$ cat config.mk
export PLATFORM = sky130hd
export DESIGN_NAME = seg7_frame_reader
export DESIGN_NICKNAME = d
export VERILOG_FILES = /design/src/rtl/seg7_pkg.sv /design/src/rtl/seg7_pattern_decode.sv /design/src/rtl/seg7_frame_reader.sv
export SDC_FILE = /design/constraint.sdc
export NUM_CORES = 1
export LEC_CHECK = 0
export CAP_MARGIN = 20
export CELL_PAD_IN_SITES_DETAIL_PLACEMENT = 1
export CELL_PAD_IN_SITES_GLOBAL_PLACEMENT = 1
export CORE_AREA = 2 2 133 135
export DETAILED_ROUTE_END_ITERATION = 12
export DIE_AREA = 0 0 135 137
export DONT_BUFFER_PORTS = 1
export PLACE_DENSITY_LB_ADDON = 0.1
export SLEW_MARGIN = 40
export SYNTH_ARGS = -nofsm -noshare
export SYNTH_HDL_FRONTEND = slang
export SYNTH_SLANG_ARGS = --single-unit
$ cat constraint.sdc
create_clock -name clk -period 5.85 [get_ports clk]
set_input_delay 0.585 -clock clk [delete_from_list [all_inputs] [get_ports clk]]
set_output_delay 0.585 -clock clk [all_outputs]
set_load 0.01 [all_outputs]
$ cat src/rtl/seg7_pkg.sv
`timescale 1ns/1ps
`default_nettype none
// ============================================================================
// Module      : seg7_pkg
// Description : Shared types and constants for the seven-segment frame reader
//               (FSM states, error codes, active-low segment glyphs, limits).
// Revision    : 1.0 - initial release
// ============================================================================
package seg7_pkg;

  // Frame reader states
  typedef enum logic [1:0] {
    IDLE    = 2'd0,
    COLLECT = 2'd1,
    HOLD    = 2'd2
  } state_t;

  // Error causes reported on err_code
  localparam logic [1:0] ERR_NONE  = 2'b00;
  localparam logic [1:0] ERR_BAD   = 2'b01;
  localparam logic [1:0] ERR_SEQ   = 2'b10;
  localparam logic [1:0] ERR_RANGE = 2'b11;

  // Active-low glyphs, bit 0 = segment a ... bit 6 = segment g
  localparam logic [6:0] SEG_0     = 7'b1000000;
  localparam logic [6:0] SEG_1     = 7'b1111001;
  localparam logic [6:0] SEG_2     = 7'b0100100;
  localparam logic [6:0] SEG_3     = 7'b0110000;
  localparam logic [6:0] SEG_4     = 7'b0011001;
  localparam logic [6:0] SEG_5     = 7'b0010010;
  localparam logic [6:0] SEG_6     = 7'b0000010;
  localparam logic [6:0] SEG_7     = 7'b1111000;
  localparam logic [6:0] SEG_8     = 7'b0000000;
  localparam logic [6:0] SEG_9     = 7'b0010000;
  localparam logic [6:0] SEG_BLANK = 7'b1111111;

  // Accumulator width and largest value the display path can render
  localparam int               ACC_W     = 20;
  localparam logic [ACC_W-1:0] MAX_VALUE = 20'd131071;

endpackage : seg7_pkg
`default_nettype wire

$ cat src/rtl/seg7_pattern_decode.sv
`timescale 1ns/1ps
`default_nettype none
// ============================================================================
// Module      : seg7_pattern_decode
// Description : Combinational decode of one active-low segment pattern into a
//               decimal digit; blank reads as 0, anything else is flagged bad.
// Revision    : 1.0 - initial release
// ============================================================================
module seg7_pattern_decode
  import seg7_pkg::*;
(
  input  logic [6:0] seg,
  output logic [3:0] digit,
  output logic       bad
);

  // Pattern lookup; unrecognised glyphs (including A-F) raise bad
  always_comb begin
    digit = 4'd0;
    bad   = 1'b0;
    case (seg)
      SEG_0:     digit = 4'd0;
      SEG_1:     digit = 4'd1;
      SEG_2:     digit = 4'd2;
      SEG_3:     digit = 4'd3;
      SEG_4:     digit = 4'd4;
      SEG_5:     digit = 4'd5;
      SEG_6:     digit = 4'd6;
      SEG_7:     digit = 4'd7;
      SEG_8:     digit = 4'd8;
      SEG_9:     digit = 4'd9;
      SEG_BLANK: digit = 4'd0;
      default:   bad   = 1'b1;
    endcase
  end

endmodule : seg7_pattern_decode
`default_nettype wire

$ cat src/rtl/seg7_frame_reader.sv
`timescale 1ns/1ps
`default_nettype none
// ============================================================================
// Module      : seg7_frame_reader
// Description : Collects six strobed seven-segment digits, decodes them and
//               rebuilds the binary value shown on the display, with a
//               valid/ready result handshake and one-cycle error pulses.
// Revision    : 1.0 - initial release
// ============================================================================
module seg7_frame_reader
  import seg7_pkg::*;
#(
  parameter int NUM_DIGITS = 6,
  parameter int VAL_W      = 17
) (
  input  logic                    clk,
  input  logic                    reset_n,
  input  logic [6:0]              seg_in,
  input  logic [2:0]              digit_sel,
  input  logic                    seg_strobe,
  output logic [VAL_W-1:0]        out_value,
  output logic [4*NUM_DIGITS-1:0] out_digits,
  output logic                    out_valid,
  input  logic                    out_ready,
  output logic                    err_pulse,
  output logic [1:0]              err_code
);

  state_t                  state_q, state_d;
  logic [2:0]              exp_idx_q, exp_idx_d;
  logic [ACC_W-1:0]        acc_q, acc_d;
  logic [ACC_W-1:0]        weight_q, weight_d;
  logic [4*NUM_DIGITS-1:0] work_digits_q, work_digits_d;
  logic [4*NUM_DIGITS-1:0] res_digits_q, res_digits_d;
  logic [VAL_W-1:0]        value_q, value_d;
  logic                    err_pulse_q, err_pulse_d;
  logic [1:0]              err_code_q, err_code_d;

  logic [3:0]              dec_digit;
  logic                    dec_bad;
  logic [ACC_W-1:0]        term;
  logic [ACC_W-1:0]        sum;
  logic [ACC_W-1:0]        weight_x10;
  logic [4*NUM_DIGITS-1:0] digits_upd;

  seg7_pattern_decode u_decode (
    .seg   (seg_in),
    .digit (dec_digit),
    .bad   (dec_bad)
  );

  // Datapath helpers: running sum with this digit, next weight (x8 + x2),
  // and the digit vector with the incoming nibble dropped into place
  always_comb begin
    term       = ACC_W'(dec_digit) * weight_q;
    sum        = acc_q + term;
    weight_x10 = (weight_q << 3) + (weight_q << 1);
    digits_upd = work_digits_q;
    for (int i = 0; i < NUM_DIGITS; i++) begin
      if (digit_sel == 3'(i)) digits_upd[4*i +: 4] = dec_digit;
    end
  end

  // Frame sequencing, accumulation, completion range check and handshake
  always_comb begin
    state_d       = state_q;
    exp_idx_d     = exp_idx_q;
    acc_d         = acc_q;
    weight_d      = weight_q;
    work_digits_d = work_digits_q;
    res_digits_d  = res_digits_q;
    value_d       = value_q;
    err_pulse_d   = 1'b0;
    err_code_d    = ERR_NONE;

    case (state_q)
      IDLE: begin
        if (seg_strobe) begin
          if (digit_sel != 3'd0) begin
            err_pulse_d = 1'b1;
            err_code_d  = ERR_SEQ;
          end else if (dec_bad) begin
            err_pulse_d = 1'b1;
            err_code_d  = ERR_BAD;
          end else begin
            state_d       = COLLECT;
            exp_idx_d     = 3'd1;
            acc_d         = ACC_W'(dec_digit);
            weight_d      = ACC_W'(10);
            work_digits_d = {{(4*NUM_DIGITS-4){1'b0}}, dec_digit};
          end
        end
      end

      COLLECT: begin
        if (seg_strobe) begin
          if (digit_sel == exp_idx_q) begin
            if (dec_bad) begin
              state_d     = IDLE;
              err_pulse_d = 1'b1;
              err_code_d  = ERR_BAD;
            end else begin
              acc_d         = sum;
              weight_d      = weight_x10;
              work_digits_d = digits_upd;
              exp_idx_d     = exp_idx_q + 3'd1;
              if (exp_idx_q == 3'(NUM_DIGITS - 1)) begin
                if (sum > MAX_VALUE) begin
                  state_d     = IDLE;
                  err_pulse_d = 1'b1;
                  err_code_d  = ERR_RANGE;
                end else begin
                  state_d      = HOLD;
                  value_d      = sum[VAL_W-1:0];
                  res_digits_d = digits_upd;
                end
              end
            end
          end else if (digit_sel == 3'd0) begin
            // Early index 0: treat it as the start of a fresh frame
            err_pulse_d = 1'b1;
            err_code_d  = ERR_SEQ;
            if (dec_bad) begin
              state_d = IDLE;
            end else begin
              exp_idx_d     = 3'd1;
              acc_d         = ACC_W'(dec_digit);
              weight_d      = ACC_W'(10);
              work_digits_d = {{(4*NUM_DIGITS-4){1'b0}}, dec_digit};
            end
          end else begin
            state_d     = IDLE;
            err_pulse_d = 1'b1;
            err_code_d  = ERR_SEQ;
          end
        end
      end

      HOLD: begin
        // Strobes are ignored here; only the consumer handshake leaves HOLD
        if (out_ready) state_d = IDLE;
      end

      default: state_d = IDLE;
    endcase
  end

  // State and result registers with asynchronous active-low reset
  always_ff @(posedge clk or negedge reset_n) begin
    if (!reset_n) begin
      state_q       <= IDLE;
      exp_idx_q     <= 3'd0;
      acc_q         <= '0;
      weight_q      <= ACC_W'(1);
      work_digits_q <= '0;
      res_digits_q  <= '0;
      value_q       <= '0;
      err_pulse_q   <= 1'b0;
      err_code_q    <= ERR_NONE;
    end else begin
      state_q       <= state_d;
      exp_idx_q     <= exp_idx_d;
      acc_q         <= acc_d;
      weight_q      <= weight_d;
      work_digits_q <= work_digits_d;
      res_digits_q  <= res_digits_d;
      value_q       <= value_d;
      err_pulse_q   <= err_pulse_d;
      err_code_q    <= err_code_d;
    end
  end

  assign out_valid  = (state_q == HOLD);
  assign out_value  = value_q;
  assign out_digits = res_digits_q;
  assign err_pulse  = err_pulse_q;
  assign err_code   = err_code_q;

endmodule : seg7_frame_reader
`default_nettype wire

==> results of run 1 <==
registers in the layout (all words and copies together) (netlist names):
name and cells:
work_digits_q 24, state_q 2, weight_q 20, acc_q 20, exp_idx_q 3, err_code 2
out_value 17, err_pulse 1, out_digits 24
timing repair:
item                       4_1_cts  5_1_grt
setup endpoints to repair        0        0
setup buffers                    0        0
hold endpoints to repair       112        0
hold buffers                     2        0
critical path, delay by kind of cell:
kind                       cells  cell delay (ns)
adders and majority gates      4             1.80
buffers and inverters          4             0.48
AOI/OAI and AO/OA              5             1.43
muxes                          1             0.32
and+or+nand+nor                5             1.21
power breakdown:
group          switching, mW  total [mW]  internal, mW
clock                  0.455        1.06         0.607
combinational          0.208       0.361         0.153
sequential            0.0205       0.837         0.817
path summary, 6_finish.rpt:
check,from,end,slack (ns),cells past startpoint
min in group clk,out_ready,state_q[1],0.28,1
setup reg to reg,weight_q[0],out_digits[19],0.74,15
hold reg to reg,work_digits_q[2],work_digits_q[2],0.49,2
hold / removal,reset_n,acc_q[2],0.07,1
setup / recovery,seg_in[1],out_digits[19],0.28,19
max in group asynchronous,reset_n,weight_q[0],5.20,1
cell usage after synthesis (4+ instances only):
cell type                  instances  area share [%]
sky130_fd_sc_hd__ha_1             41             6.1
sky130_fd_sc_hd__o21a_1           12             1.1
sky130_fd_sc_hd__xnor2_1          17             1.8
sky130_fd_sc_hd__a22o_1           28             2.9
sky130_fd_sc_hd__nor3_1           12            0.71
sky130_fd_sc_hd__nand3_1           5            0.30
sky130_fd_sc_hd__or3_1             5            0.37
sky130_fd_sc_hd__and3_1            4            0.30
sky130_fd_sc_hd__and2_1           59             4.4
sky130_fd_sc_hd__o21ai_0          75             4.5
sky130_fd_sc_hd__nand3b_1          4            0.36
sky130_fd_sc_hd__inv_1            90             4.0
sky130_fd_sc_hd__clkbuf_1         22            0.98
sky130_fd_sc_hd__nor2_1           40             1.8
sky130_fd_sc_hd__o31ai_1           4            0.36
sky130_fd_sc_hd__a21o_1           16             1.4
sky130_fd_sc_hd__buf_6             5            0.67
sky130_fd_sc_hd__mux2i_1           4            0.47
sky130_fd_sc_hd__fa_1             51              12
sky130_fd_sc_hd__dfrtp_1         112              33
sky130_fd_sc_hd__nor2b_1           7            0.52
sky130_fd_sc_hd__a21oi_1          28             1.7
sky130_fd_sc_hd__xor2_1           20             2.1
sky130_fd_sc_hd__buf_1             4            0.18
sky130_fd_sc_hd__mux2_4           38             6.8
sky130_fd_sc_hd__nand2_1          85             3.8
sky130_fd_sc_hd__nand2b_1          5            0.37
cell type report:
cell class / instances / area (um2) / share of cell area (%)
clock buffer: 17 / 425.4 / 4.418
tap: 225 / 281.5 / 2.924
multi-input combinational: 618 / 5172 / 53.72
timing repair buffer: 46 / 417.9 / 4.340
sequential: 113 / 2829 / 29.38
inverter: 90 / 337.8 / 3.509
clock inverter: 15 / 163.9 / 1.702
layer usage:
| metal | vias to the layer above | global-route usage (%) |
|---|---|---|
| li1 | 2961 | - |
| met1 | 3370 | 33.67 |
| met2 | 115 | 50.76 |
| met3 | 32 | 4.778 |
| met4 | 2 | 8.275 |
| met5 | - | 0 |
cell families after synthesis:
logic type	Yosys count	share of synthesized area [%]
adder cells (fa/ha/maj)	92	18.19
flip-flops	113	33.55
buffers and inverters	122	5.890
XOR/XNOR	39	4.377
AO/OA/AOI/OAI	199	15.68
multiplexers	45	7.641
AND/OR/NAND/NOR	243	14.67
==> metrics.txt, run 1 <==
# TYPE chip_impl_metric gauge
chip_impl_info{name="run_status",value="finished clean"} 1
chip_impl_metric{name="overflow",unit=""} 0
chip_impl_info{name="cts_tree",value="done"} 1
chip_impl_metric{name="timing.critical_path.fanout_max",unit=""} 27
chip_impl_metric{name="netlist-cell-type-count",unit=""} 64
chip_impl_metric{name="placement_rows",unit=""} 48
chip_impl_metric{name="port-buffer-count",unit=""} 0
chip_impl_metric{name="worst-endpoint-arrival",unit="ns"} 5.88
chip_impl_metric{name="tritoncts_num_sinks",unit=""} 113
chip_impl_metric{name="shortest_period_the_worst_path_allows",unit="ns"} 5.567
chip_impl_metric{name="total_power",unit="mW"} 2.260
chip_impl_metric{name="wl_met2",unit="um"} 12500
chip_impl_metric{name="routed_via_density",unit=""} 5.765
chip_impl_metric{name="fmax",unit="MHz"} 179.6
chip_impl_metric{name="synth-seq-cells",unit=""} 113
chip_impl_metric{name="via_total_after_detailed_routing",unit=""} 6480
chip_impl_metric{name="met3_length",unit="um"} 831
chip_impl_metric{name="ys_warn_count",unit=""} 0
chip_impl_metric{name="floorplan.die_area",unit="um2"} 18500
chip_impl_metric{name="synth.yosys.seq_area_share",unit="%"} 33.55
chip_impl_metric{name="ys_async_sr_fraction",unit="%"} 100.0
chip_impl_metric{name="n_fill_cell",unit=""} 1904
chip_impl_metric{name="insertedDiodeCount",unit=""} 0
chip_impl_metric{name="final_nets",unit=""} 992
chip_impl_metric{name="initialDrtViolationCount",unit=""} 312
chip_impl_info{name="worst_path_most_repeated_cell",value="sky130_fd_sc_hd__fa_1"} 1
chip_impl_metric{name="global_route_wire_length_before_repair",unit="um"} 39590
chip_impl_metric{name="tritoncts.num_buffers",unit=""} 17
chip_impl_metric{name="critPathMaxStageDelay",unit="ns"} 0.55
chip_impl_metric{name="p_per_area",unit="nW/um2"} 234.7
chip_impl_info{name="grt_setup_unrepaired",value="no"} 1
chip_impl_metric{name="wl_per_cell",unit="um"} 21.23
chip_impl_info{name="timing.critical_path.slowest_stage_cell",value="sky130_fd_sc_hd__or4b_4"} 1
chip_impl_metric{name="clk_path_buf_depth",unit=""} 2
chip_impl_metric{name="finalCoreUtilization",unit="%"} 56.45
chip_impl_metric{name="synth-edff-count",unit=""} 0
chip_impl_metric{name="routed_wirelength",unit="um"} 23870
chip_impl_metric{name="worstPathRequired",unit="ns"} 6.16
chip_impl_metric{name="die_h",unit="um"} 137
chip_impl_metric{name="total_leakage_power",unit="nW"} 4.826
chip_impl_metric{name="htree_levels",unit=""} 4
chip_impl_metric{name="tns",unit="ns"} 0
chip_impl_metric{name="cts_resized",unit=""} 0
chip_impl_metric{name="worst_slew_pin_slew",unit="ns"} 0.7216
chip_impl_metric{name="number_of_max_capacitance_violations_reported",unit=""} 0
chip_impl_info{name="critical_path_class",value="in2reg"} 1
chip_impl_metric{name="count_of_boundary_i_o_pins",unit=""} 59
chip_impl_metric{name="first_global_vias",unit=""} 7353
chip_impl_metric{name="count_of_endpoints_failing_setup_in_the_final_report",unit=""} 0
chip_impl_info{name="most_common_cell_after_layout_fill_and_taps_aside",value="sky130_fd_sc_hd__dfrtp_1"} 1
chip_impl_metric{name="antenna_found_initial",unit=""} 1
chip_impl_metric{name="final_non_filler_cells",unit=""} 1124
chip_impl_metric{name="final_cell_area",unit="um2"} 9628
chip_impl_metric{name="drive_above_1_share",unit="%"} 15.91
chip_impl_metric{name="dp_worst_setup_slack",unit="ns"} -0.2030
chip_impl_info{name="maxUsedRoutingLayer",value="met5"} 1
chip_impl_info{name="layout_common_cells",value="112 x sky130_fd_sc_hd__dfrtp_1, 89 x sky130_fd_sc_hd__inv_1, 84 x sky130_fd_sc_hd__nand2_1"} 1
chip_impl_metric{name="starting_utilization_of_the_core_area",unit="%"} 49.44
chip_impl_metric{name="clock_latency",unit="ns"} 0.43
chip_impl_metric{name="ir_drop",unit="mV"} 0.2119
chip_impl_metric{name="skew",unit="ns"} 0.007514
chip_impl_info{name="cts.root.buffer_cell",value="sky130_fd_sc_hd__clkbuf_16"} 1
chip_impl_metric{name="gp_routability_congestion",unit=""} 0.8884
chip_impl_metric{name="syn_area",unit="um2"} 8433
chip_impl_metric{name="core_area",unit="um2"} 17060
chip_impl_metric{name="chipWidth",unit="um"} 135
chip_impl_metric{name="final.setup.worst_slack",unit="ns"} 0.2832
chip_impl_metric{name="post-place-cells",unit=""} 1090
chip_impl_info{name="dominantRegCellSynth",value="sky130_fd_sc_hd__dfrtp_1"} 1
chip_impl_info{name="worst_hold_path_type",value="in2async"} 1
chip_impl_metric{name="dr.pass1.iters",unit=""} 4
chip_impl_info{name="crit_chain",value="and4b_1 -> nand2_2 -> o32ai_4 -> buf_12 -> and2_1 -> fa_1 -> fa_1 -> inv_1 -> fa_1 -> inv_1 -> ha_1 -> a21oi_1 -> o21ai_0 -> a21oi_1 -> o311ai_0 -> nand2_1 -> or4b_4 -> buf_12 -> mux2_4"} 1
chip_impl_metric{name="min_period_over_period",unit="%"} 95.16
chip_impl_metric{name="clkTransAtPathRegs",unit="ns"} 0.06
chip_impl_metric{name="area.growth.synth_to_final",unit="%"} 14.17
chip_impl_metric{name="holdWs",unit="ns"} 0.07284
chip_impl_metric{name="route.antenna.remaining_nets",unit=""} 0
chip_impl_metric{name="timing_max_transition_violations_final",unit=""} 0
chip_impl_metric{name="drt_drc_violations_left",unit=""} 0
chip_impl_metric{name="slew_headroom",unit="%"} 51.81
chip_impl_metric{name="dp.final_hpwl",unit="um"} 17430
chip_impl_metric{name="met1Wirelength",unit="um"} 10120
chip_impl_metric{name="syn-mean-instance-area",unit="um2"} 9.886
chip_impl_info{name="startpoint_type",value="primary input"} 1
chip_impl_metric{name="synth_fp_nets",unit=""} 959
chip_impl_metric{name="dpl_cell_area",unit="um2"} 9001
chip_impl_metric{name="grt_max_degree",unit=""} 113
chip_impl_metric{name="groute.usage.overall",unit="%"} 27.82
chip_impl_metric{name="finalHoldViolCount",unit=""} 0
chip_impl_info{name="worst_setup_path_end_kind",value="register"} 1
chip_impl_metric{name="post_synth_inst_count",unit=""} 853
Note: power is estimated with default switching activity, not from simulation.
==> inputs of run 2 (changes only) <==
--- a/config.mk
+++ b/config.mk
@@ -8,10 +8,9 @@
 export CAP_MARGIN = 20
 export CELL_PAD_IN_SITES_DETAIL_PLACEMENT = 1
 export CELL_PAD_IN_SITES_GLOBAL_PLACEMENT = 1
-export CORE_AREA = 2 2 133 135
+export CORE_AREA = 2 2 137 139
 export DETAILED_ROUTE_END_ITERATION = 12
-export DIE_AREA = 0 0 135 137
-export DONT_BUFFER_PORTS = 1
+export DIE_AREA = 0 0 139 141
 export PLACE_DENSITY_LB_ADDON = 0.1
 export SLEW_MARGIN = 40
 export SYNTH_ARGS = -nofsm -noshare
==> run 2 against run 1 <==
Maximum frequency decreased by 3.4%. Critical path type unchanged. First-iteration DRC count increased by 20%. Die area increased by 6.0%. Count of clock-buffer cells in the layout unchanged. Via count increased by 8.2%. Flip-flop and latch count unchanged. Core utilization increased by 3.1 points. Critical path depth increased by 4.
==> metrics.txt, run 2 (synthesis results as in run 1) <==
# TYPE chip_impl_metric gauge
chip_impl_info{name="run_status",value="finished clean"} 1
chip_impl_info{name="cts_tree",value="done"} 1
chip_impl_metric{name="floorplan.die_area",unit="um2"} 19600
chip_impl_metric{name="dp.final_hpwl",unit="um"} 17940
chip_impl_metric{name="total_switching_power",unit="mW"} 0.7006
chip_impl_metric{name="power_frac_comb",unit="%"} 19.0
chip_impl_metric{name="overflow",unit=""} 0
chip_impl_metric{name="worst_slew_pin_slew",unit="ns"} 0.7709
chip_impl_info{name="startpoint_type",value="primary input"} 1
chip_impl_metric{name="final_cell_area",unit="um2"} 10880
chip_impl_info{name="worst_hold_path_type",value="in2async"} 1
chip_impl_info{name="most_common_cell_after_layout_fill_and_taps_aside",value="sky130_fd_sc_hd__dfrtp_1"} 1
chip_impl_metric{name="shortest_period_the_worst_path_allows",unit="ns"} 5.760
chip_impl_metric{name="timing.critical_path.fanout_max",unit=""} 13
chip_impl_metric{name="drt_drc_violations_left",unit=""} 0
chip_impl_metric{name="dr.pass1.iters",unit=""} 5
chip_impl_metric{name="number_of_max_capacitance_violations_reported",unit=""} 0
chip_impl_metric{name="tritoncts_num_sinks",unit=""} 113
chip_impl_metric{name="dp_worst_setup_slack",unit="ns"} -0.9827
chip_impl_metric{name="min_period_over_period",unit="%"} 98.46
chip_impl_metric{name="core_area",unit="um2"} 18270
chip_impl_metric{name="tns",unit="ns"} 0
chip_impl_metric{name="holdWs",unit="ns"} 0.1616
chip_impl_metric{name="ir_drop",unit="mV"} 0.2072
chip_impl_metric{name="skew",unit="ns"} 0.01319
chip_impl_metric{name="fmax",unit="MHz"} 173.6
chip_impl_metric{name="gr-usage-met1",unit="%"} 33.76
chip_impl_metric{name="via_total_after_detailed_routing",unit=""} 7011
chip_impl_metric{name="count_of_endpoints_failing_setup_in_the_final_report",unit=""} 0
chip_impl_metric{name="hold_buffers",unit=""} 0
chip_impl_info{name="layout_common_cells",value="112 x sky130_fd_sc_hd__dfrtp_1, 88 x sky130_fd_sc_hd__buf_4, 87 x sky130_fd_sc_hd__inv_1"} 1
chip_impl_metric{name="insertedDiodeCount",unit=""} 0
chip_impl_metric{name="port-buffer-count",unit=""} 58
chip_impl_info{name="cts.root.buffer_cell",value="sky130_fd_sc_hd__clkbuf_16"} 1
chip_impl_metric{name="drive_above_1_share",unit="%"} 23.74
chip_impl_metric{name="dpl_cell_area",unit="um2"} 9872
chip_impl_info{name="grt_most_used_layer",value="met2"} 1
chip_impl_metric{name="wl_per_cell",unit="um"} 20.65
chip_impl_metric{name="final_non_filler_cells",unit=""} 1245
chip_impl_metric{name="tritoncts.num_buffers",unit=""} 17
chip_impl_metric{name="slew_headroom",unit="%"} 48.61
chip_impl_metric{name="starting_utilization_of_the_core_area",unit="%"} 46.16
chip_impl_info{name="critical_path_class",value="in2reg"} 1
chip_impl_metric{name="final_nets",unit=""} 1104
chip_impl_metric{name="share_of_total_power_in_the_clock_network",unit="%"} 44.8
chip_impl_metric{name="total_power",unit="mW"} 2.314
chip_impl_metric{name="die_h",unit="um"} 141
chip_impl_metric{name="routed_wirelength",unit="um"} 25710
chip_impl_metric{name="clkTransAtPathRegs",unit="ns"} 0.06
chip_impl_metric{name="area.growth.synth_to_final",unit="%"} 29.05
chip_impl_metric{name="worstPathRequired",unit="ns"} 6.15
chip_impl_metric{name="total_leakage_power",unit="nW"} 5.347
chip_impl_metric{name="groute.usage.overall",unit="%"} 27.22
chip_impl_metric{name="routed_via_density",unit=""} 5.631
chip_impl_metric{name="clock_latency",unit="ns"} 0.43
chip_impl_metric{name="count_of_boundary_i_o_pins",unit=""} 59
chip_impl_metric{name="global_route_wire_length_before_repair",unit="um"} 41870
chip_impl_info{name="worst_setup_path_end_kind",value="register"} 1
chip_impl_metric{name="met2_usage",unit="%"} 48.30
chip_impl_metric{name="chipWidth",unit="um"} 139
chip_impl_metric{name="finalCoreUtilization",unit="%"} 59.58
chip_impl_metric{name="power_frac_seq",unit="%"} 36.2
chip_impl_metric{name="n_fill_cell",unit=""} 2004
chip_impl_metric{name="grtUsageMet3",unit="%"} 4.721
chip_impl_metric{name="timing_max_transition_violations_final",unit=""} 0
chip_impl_metric{name="fraction_of_power_spent_switching_nets",unit="%"} 30.28
chip_impl_metric{name="post-place-cells",unit=""} 1195
chip_impl_metric{name="p_per_area",unit="nW/um2"} 212.6
chip_impl_metric{name="worst-endpoint-arrival",unit="ns"} 6.06
chip_impl_metric{name="grt_max_degree",unit=""} 65
chip_impl_metric{name="first_global_vias",unit=""} 7762
chip_impl_metric{name="clk_path_buf_depth",unit=""} 2
chip_impl_metric{name="gp_routability_congestion",unit=""} 0.9405
chip_impl_metric{name="route.antenna.remaining_nets",unit=""} 0
chip_impl_metric{name="final.setup.worst_slack",unit="ns"} 0.09024
chip_impl_metric{name="htree_levels",unit=""} 4
chip_impl_metric{name="placement_rows",unit=""} 50
chip_impl_metric{name="finalHoldViolCount",unit=""} 0
chip_impl_metric{name="initialDrtViolationCount",unit=""} 374
chip_impl_metric{name="antenna_found_initial",unit=""} 0
chip_impl_metric{name="power.internal",unit="mW"} 1.613
-- run 2: cell count changes in the layout (fill, tap and decap cells not counted), moves of 6 or more --
cell	previous run	this run
sky130_fd_sc_hd__clkdlybuf4s50_1	0	50
sky130_fd_sc_hd__buf_4	40	88
sky130_fd_sc_hd__ha_1	36	28
sky130_fd_sc_hd__ha_4	2	10
sky130_fd_sc_hd__nor2_1	40	34
sky130_fd_sc_hd__nor2_2	0	6
-- run 2: worst max-delay path, stage by stage --
cell and delay, ns:
sky130_fd_sc_hd__clkdlybuf4s15_2 0.20, sky130_fd_sc_hd__buf_4 0.16, sky130_fd_sc_hd__or2_4 0.27, sky130_fd_sc_hd__nor4b_4 0.38, sky130_fd_sc_hd__buf_6 0.18, sky130_fd_sc_hd__buf_4 0.13, sky130_fd_sc_hd__and2_1 0.14, sky130_fd_sc_hd__fa_1 0.43
sky130_fd_sc_hd__fa_1 0.52, sky130_fd_sc_hd__inv_1 0.06, sky130_fd_sc_hd__fa_1 0.51, sky130_fd_sc_hd__inv_1 0.07, sky130_fd_sc_hd__ha_4 0.24, sky130_fd_sc_hd__buf_4 0.15, sky130_fd_sc_hd__nand4_1 0.13, sky130_fd_sc_hd__nor2_1 0.09
sky130_fd_sc_hd__a22o_1 0.19, sky130_fd_sc_hd__a31o_4 0.21, sky130_fd_sc_hd__xor2_1 0.16, sky130_fd_sc_hd__or4b_4 0.58, sky130_fd_sc_hd__buf_12 0.17, sky130_fd_sc_hd__buf_12 0.15, sky130_fd_sc_hd__mux2_4 0.31
-- run 2: power groups by stage --
stage | clock network [mW] | registers (mW) | logic [mW]
floorplan | 0 | 0.845 | 0.238
global placement | 0 | 0.849 | 0.377
detailed placement | 0 | 0.851 | 0.399
CTS | 1.05 | 0.837 | 0.427
global route | 1.09 | 0.842 | 0.492
finish | 1.04 | 0.837 | 0.440
-- run 2: final timing paths --
check / startpoint / end / slack, ns / depth (start not counted)
worst max-delay path: seg_in[6] / out_digits[17] / 0.09 / 23
worst min-delay path: reset_n / acc_q[1] / 0.16 / 1
worst max register to register: weight_q[0] / out_digits[17] / 0.71 / 17
worst min register to register: work_digits_q[1] / work_digits_q[1] / 0.50 / 2
max in group asynchronous: reset_n / weight_q[19] / 4.58 / 2
min in group clk: work_digits_q[1] / work_digits_q[1] / 0.50 / 2
-- run 2: layer usage --
layer	part of all wire, %	vias up	routed length [um]
li1	-	3187	-
met1	43	3609	11080
met2	51	163	13220
met3	3.0	52	777
met4	2.5	0	643
met5	0	-	0
-- run 2: area by class of cell --
| type | instances | area, um2 | area share [%] |
|---|---|---|---|
| Inverter | 90 | 337.8 | 3.104 |
| Clock inverter | 15 | 150.1 | 1.380 |
| Timing Repair Buffer | 158 | 1464 | 13.45 |
| Multi-Input combinational cell | 618 | 5384 | 49.47 |
| Sequential cell | 113 | 2829 | 25.99 |
| Clock buffer | 17 | 425.4 | 3.909 |
| Tap cell | 234 | 292.8 | 2.690 |
-- run 2: repair_timing --
action / CTS / global route
buffers inserted: 12 / 4
resized for setup: 48 / 22
endpoints found under the setup margin: 43 / 44
pin swaps: 17 / 38
cloned: 2 / 0
==> inputs of run 3 (changes only) <==
--- a/config.mk
+++ b/config.mk
@@ -8,9 +8,9 @@
 export CAP_MARGIN = 20
 export CELL_PAD_IN_SITES_DETAIL_PLACEMENT = 1
 export CELL_PAD_IN_SITES_GLOBAL_PLACEMENT = 1
-export CORE_AREA = 2 2 137 139
+export CORE_AREA = 2 2 140 142
 export DETAILED_ROUTE_END_ITERATION = 12
-export DIE_AREA = 0 0 139 141
+export DIE_AREA = 0 0 142 144
 export PLACE_DENSITY_LB_ADDON = 0.1
 export SLEW_MARGIN = 40
 export SYNTH_ARGS = -nofsm -noshare
==> run 3 against run 2 <==
Core utilization shrank 0.99 points. Combinational power grew 6.1%. Critical path depth shrank 1. Largest cell class unchanged.
==> metrics.txt, run 3 (synthesis results as in run 1) <==
# TYPE chip_impl_metric gauge
chip_impl_metric{name="routed_via_density",unit=""} 5.542
chip_impl_metric{name="count_of_boundary_i_o_pins",unit=""} 59
chip_impl_metric{name="shortest_period_the_worst_path_allows",unit="ns"} 5.763
chip_impl_metric{name="final_non_filler_cells",unit=""} 1261
chip_impl_metric{name="first_global_vias",unit=""} 7722
chip_impl_metric{name="drive_above_1_share",unit="%"} 25.71
chip_impl_metric{name="total_leakage_power",unit="nW"} 5.474
chip_impl_metric{name="number_of_max_capacitance_violations_reported",unit=""} 0
chip_impl_metric{name="p_per_area",unit="nW/um2"} 211.1
chip_impl_metric{name="fmax",unit="MHz"} 173.5
chip_impl_info{name="critical_path_class",value="in2reg"} 1
chip_impl_metric{name="gp_routability_congestion",unit=""} 0.8577
chip_impl_metric{name="dp.final_hpwl",unit="um"} 17930
chip_impl_metric{name="timing_max_transition_violations_final",unit=""} 0
chip_impl_metric{name="initialDrtViolationCount",unit=""} 270
chip_impl_metric{name="worstPathRequired",unit="ns"} 6.17
chip_impl_metric{name="route.antenna.remaining_nets",unit=""} 0
chip_impl_metric{name="tns",unit="ns"} 0
chip_impl_metric{name="global_route_wire_length_before_repair",unit="um"} 42410
chip_impl_info{name="most_common_cell_after_layout_fill_and_taps_aside",value="sky130_fd_sc_hd__dfrtp_1"} 1
chip_impl_metric{name="finalCoreUtilization",unit="%"} 58.59
chip_impl_metric{name="min_period_over_period",unit="%"} 98.52
chip_impl_metric{name="dr.pass1.iters",unit=""} 5
chip_impl_metric{name="wl_per_cell",unit="um"} 21.82
chip_impl_metric{name="area.growth.synth_to_final",unit="%"} 32.55
chip_impl_metric{name="clk_path_buf_depth",unit=""} 2
chip_impl_metric{name="finalHoldViolCount",unit=""} 0
chip_impl_info{name="run_status",value="finished clean"} 1
chip_impl_metric{name="hold_buffers",unit=""} 0
chip_impl_metric{name="insertedDiodeCount",unit=""} 0
chip_impl_metric{name="post-place-cells",unit=""} 1199
chip_impl_metric{name="slew_headroom",unit="%"} 46.21
chip_impl_metric{name="timing.critical_path.fanout_max",unit=""} 7
chip_impl_metric{name="tritoncts_num_sinks",unit=""} 113
chip_impl_metric{name="via_total_after_detailed_routing",unit=""} 6988
chip_impl_metric{name="ir_drop",unit="mV"} 0.1970
chip_impl_metric{name="n_fill_cell",unit=""} 2059
chip_impl_metric{name="htree_levels",unit=""} 4
chip_impl_metric{name="routed_wirelength",unit="um"} 27510
chip_impl_metric{name="worst-endpoint-arrival",unit="ns"} 6.08
chip_impl_metric{name="drt_drc_violations_left",unit=""} 0
chip_impl_metric{name="port-buffer-count",unit=""} 58
chip_impl_metric{name="groute.usage.overall",unit="%"} 27.36
chip_impl_metric{name="tritoncts.num_buffers",unit=""} 17
chip_impl_metric{name="total_power",unit="mW"} 2.360
chip_impl_info{name="cts_tree",value="done"} 1
chip_impl_info{name="cts.root.buffer_cell",value="sky130_fd_sc_hd__clkbuf_16"} 1
chip_impl_metric{name="placement_rows",unit=""} 51
chip_impl_metric{name="skew",unit="ns"} 0.01200
chip_impl_metric{name="worst_slew_pin_slew",unit="ns"} 0.8048
chip_impl_metric{name="grt_max_degree",unit=""} 64
chip_impl_metric{name="core_area",unit="um2"} 19080
chip_impl_metric{name="starting_utilization_of_the_core_area",unit="%"} 44.20
chip_impl_metric{name="clock_latency",unit="ns"} 0.44
chip_impl_info{name="worst_hold_path_type",value="in2async"} 1
chip_impl_info{name="worst_setup_path_end_kind",value="register"} 1
chip_impl_metric{name="chipWidth",unit="um"} 142
chip_impl_metric{name="final_nets",unit=""} 1116
chip_impl_metric{name="overflow",unit=""} 0
chip_impl_metric{name="die_h",unit="um"} 144
chip_impl_metric{name="floorplan.die_area",unit="um2"} 20450
chip_impl_info{name="startpoint_type",value="primary input"} 1
chip_impl_metric{name="clkTransAtPathRegs",unit="ns"} 0.06
chip_impl_metric{name="holdWs",unit="ns"} 0.2054
chip_impl_info{name="layout_common_cells",value="112 x sky130_fd_sc_hd__dfrtp_1, 93 x sky130_fd_sc_hd__buf_4, 87 x sky130_fd_sc_hd__inv_1"} 1
chip_impl_metric{name="count_of_endpoints_failing_setup_in_the_final_report",unit=""} 0
chip_impl_metric{name="antenna_found_initial",unit=""} 0
## run 3: critical path, cell delays in order
cell and delay, ns:
sky130_fd_sc_hd__buf_4 0.14, sky130_fd_sc_hd__and4b_2 0.32, sky130_fd_sc_hd__nand2_4 0.07, sky130_fd_sc_hd__buf_6 0.12, sky130_fd_sc_hd__o32ai_4 0.29, sky130_fd_sc_hd__buf_12 0.16
sky130_fd_sc_hd__buf_12 0.11, sky130_fd_sc_hd__and2_4 0.14, sky130_fd_sc_hd__fa_1 0.44, sky130_fd_sc_hd__fa_1 0.51, sky130_fd_sc_hd__inv_1 0.06, sky130_fd_sc_hd__fa_1 0.50
sky130_fd_sc_hd__inv_1 0.06, sky130_fd_sc_hd__ha_4 0.17, sky130_fd_sc_hd__or4_4 0.50, sky130_fd_sc_hd__o21a_1 0.25, sky130_fd_sc_hd__a31o_4 0.26, sky130_fd_sc_hd__xor2_2 0.15
sky130_fd_sc_hd__or4b_4 0.56, sky130_fd_sc_hd__buf_6 0.17, sky130_fd_sc_hd__clkbuf_16 0.17, sky130_fd_sc_hd__mux2_4 0.29
## run 3: layer usage
metal / up-vias / routed length, um / track usage (%)
li1: 3210 / - / -
met1: 3585 / 11540 / 33.27
met2: 142 / 14220 / 49.38
met3: 51 / 998 / 5.331
met4: 0 / 756 / 7.947
met5: - / 0 / 0
## run 3: per-stage QoR
step	setup WS, ns	instance area (um2)
2_1_floorplan	0.006225	8528
3_3_place_gp	-0.7754	9862
3_5_place_dp	-0.9692	9864
4_1_cts	0.003023	10960
5_1_grt	-0.06986	11180
6_report	0.08686	11180
## run 3: area by class of cell
type                    instances  area (um2)  area share (%)
well taps                     238       297.8           2.664
repair buffers                170        1660           14.85
clock inverters                15       161.4           1.444
multi-input cells             618        5466           48.90
flip-flops and latches        113        2829           25.31
clock buffers                  17       425.4           3.806
inverters                      90       337.8           3.022
## run 3: where the power goes
group	switching [mW]	internal (mW)	total (mW)	leakage [nW]
Combinational	0.256	0.211	0.467	3.68
Sequential	0.0207	0.817	0.838	1.52
Clock	0.451	0.604	1.06	0.281
Total	0.728	1.63	2.36	5.47
## run 3: repair_timing
item / CTS / global route
setup endpoints to repair: 45 / 43
pin swaps: 26 / 46
gates cloned: 6 / 1
buffers inserted: 17 / 6
gates resized for setup: 62 / 34
## run 3: path summary, 6_finish.rpt
| path | startpoint | slack [ns] | end | cells after the start |
|---|---|---|---|---|
| hold reg to reg | weight_q[19] | 0.49 | weight_q[19] | 2 |
| hold / removal | reset_n | 0.21 | out_value[1] | 1 |
| setup / recovery | seg_in[1] | 0.09 | out_value[8] | 22 |
| setup reg to reg | weight_q[0] | 0.68 | out_value[8] | 16 |
| max in group asynchronous | reset_n | 4.62 | exp_idx_q[2] | 2 |
| min in group clk | weight_q[19] | 0.49 | weight_q[19] | 2 |
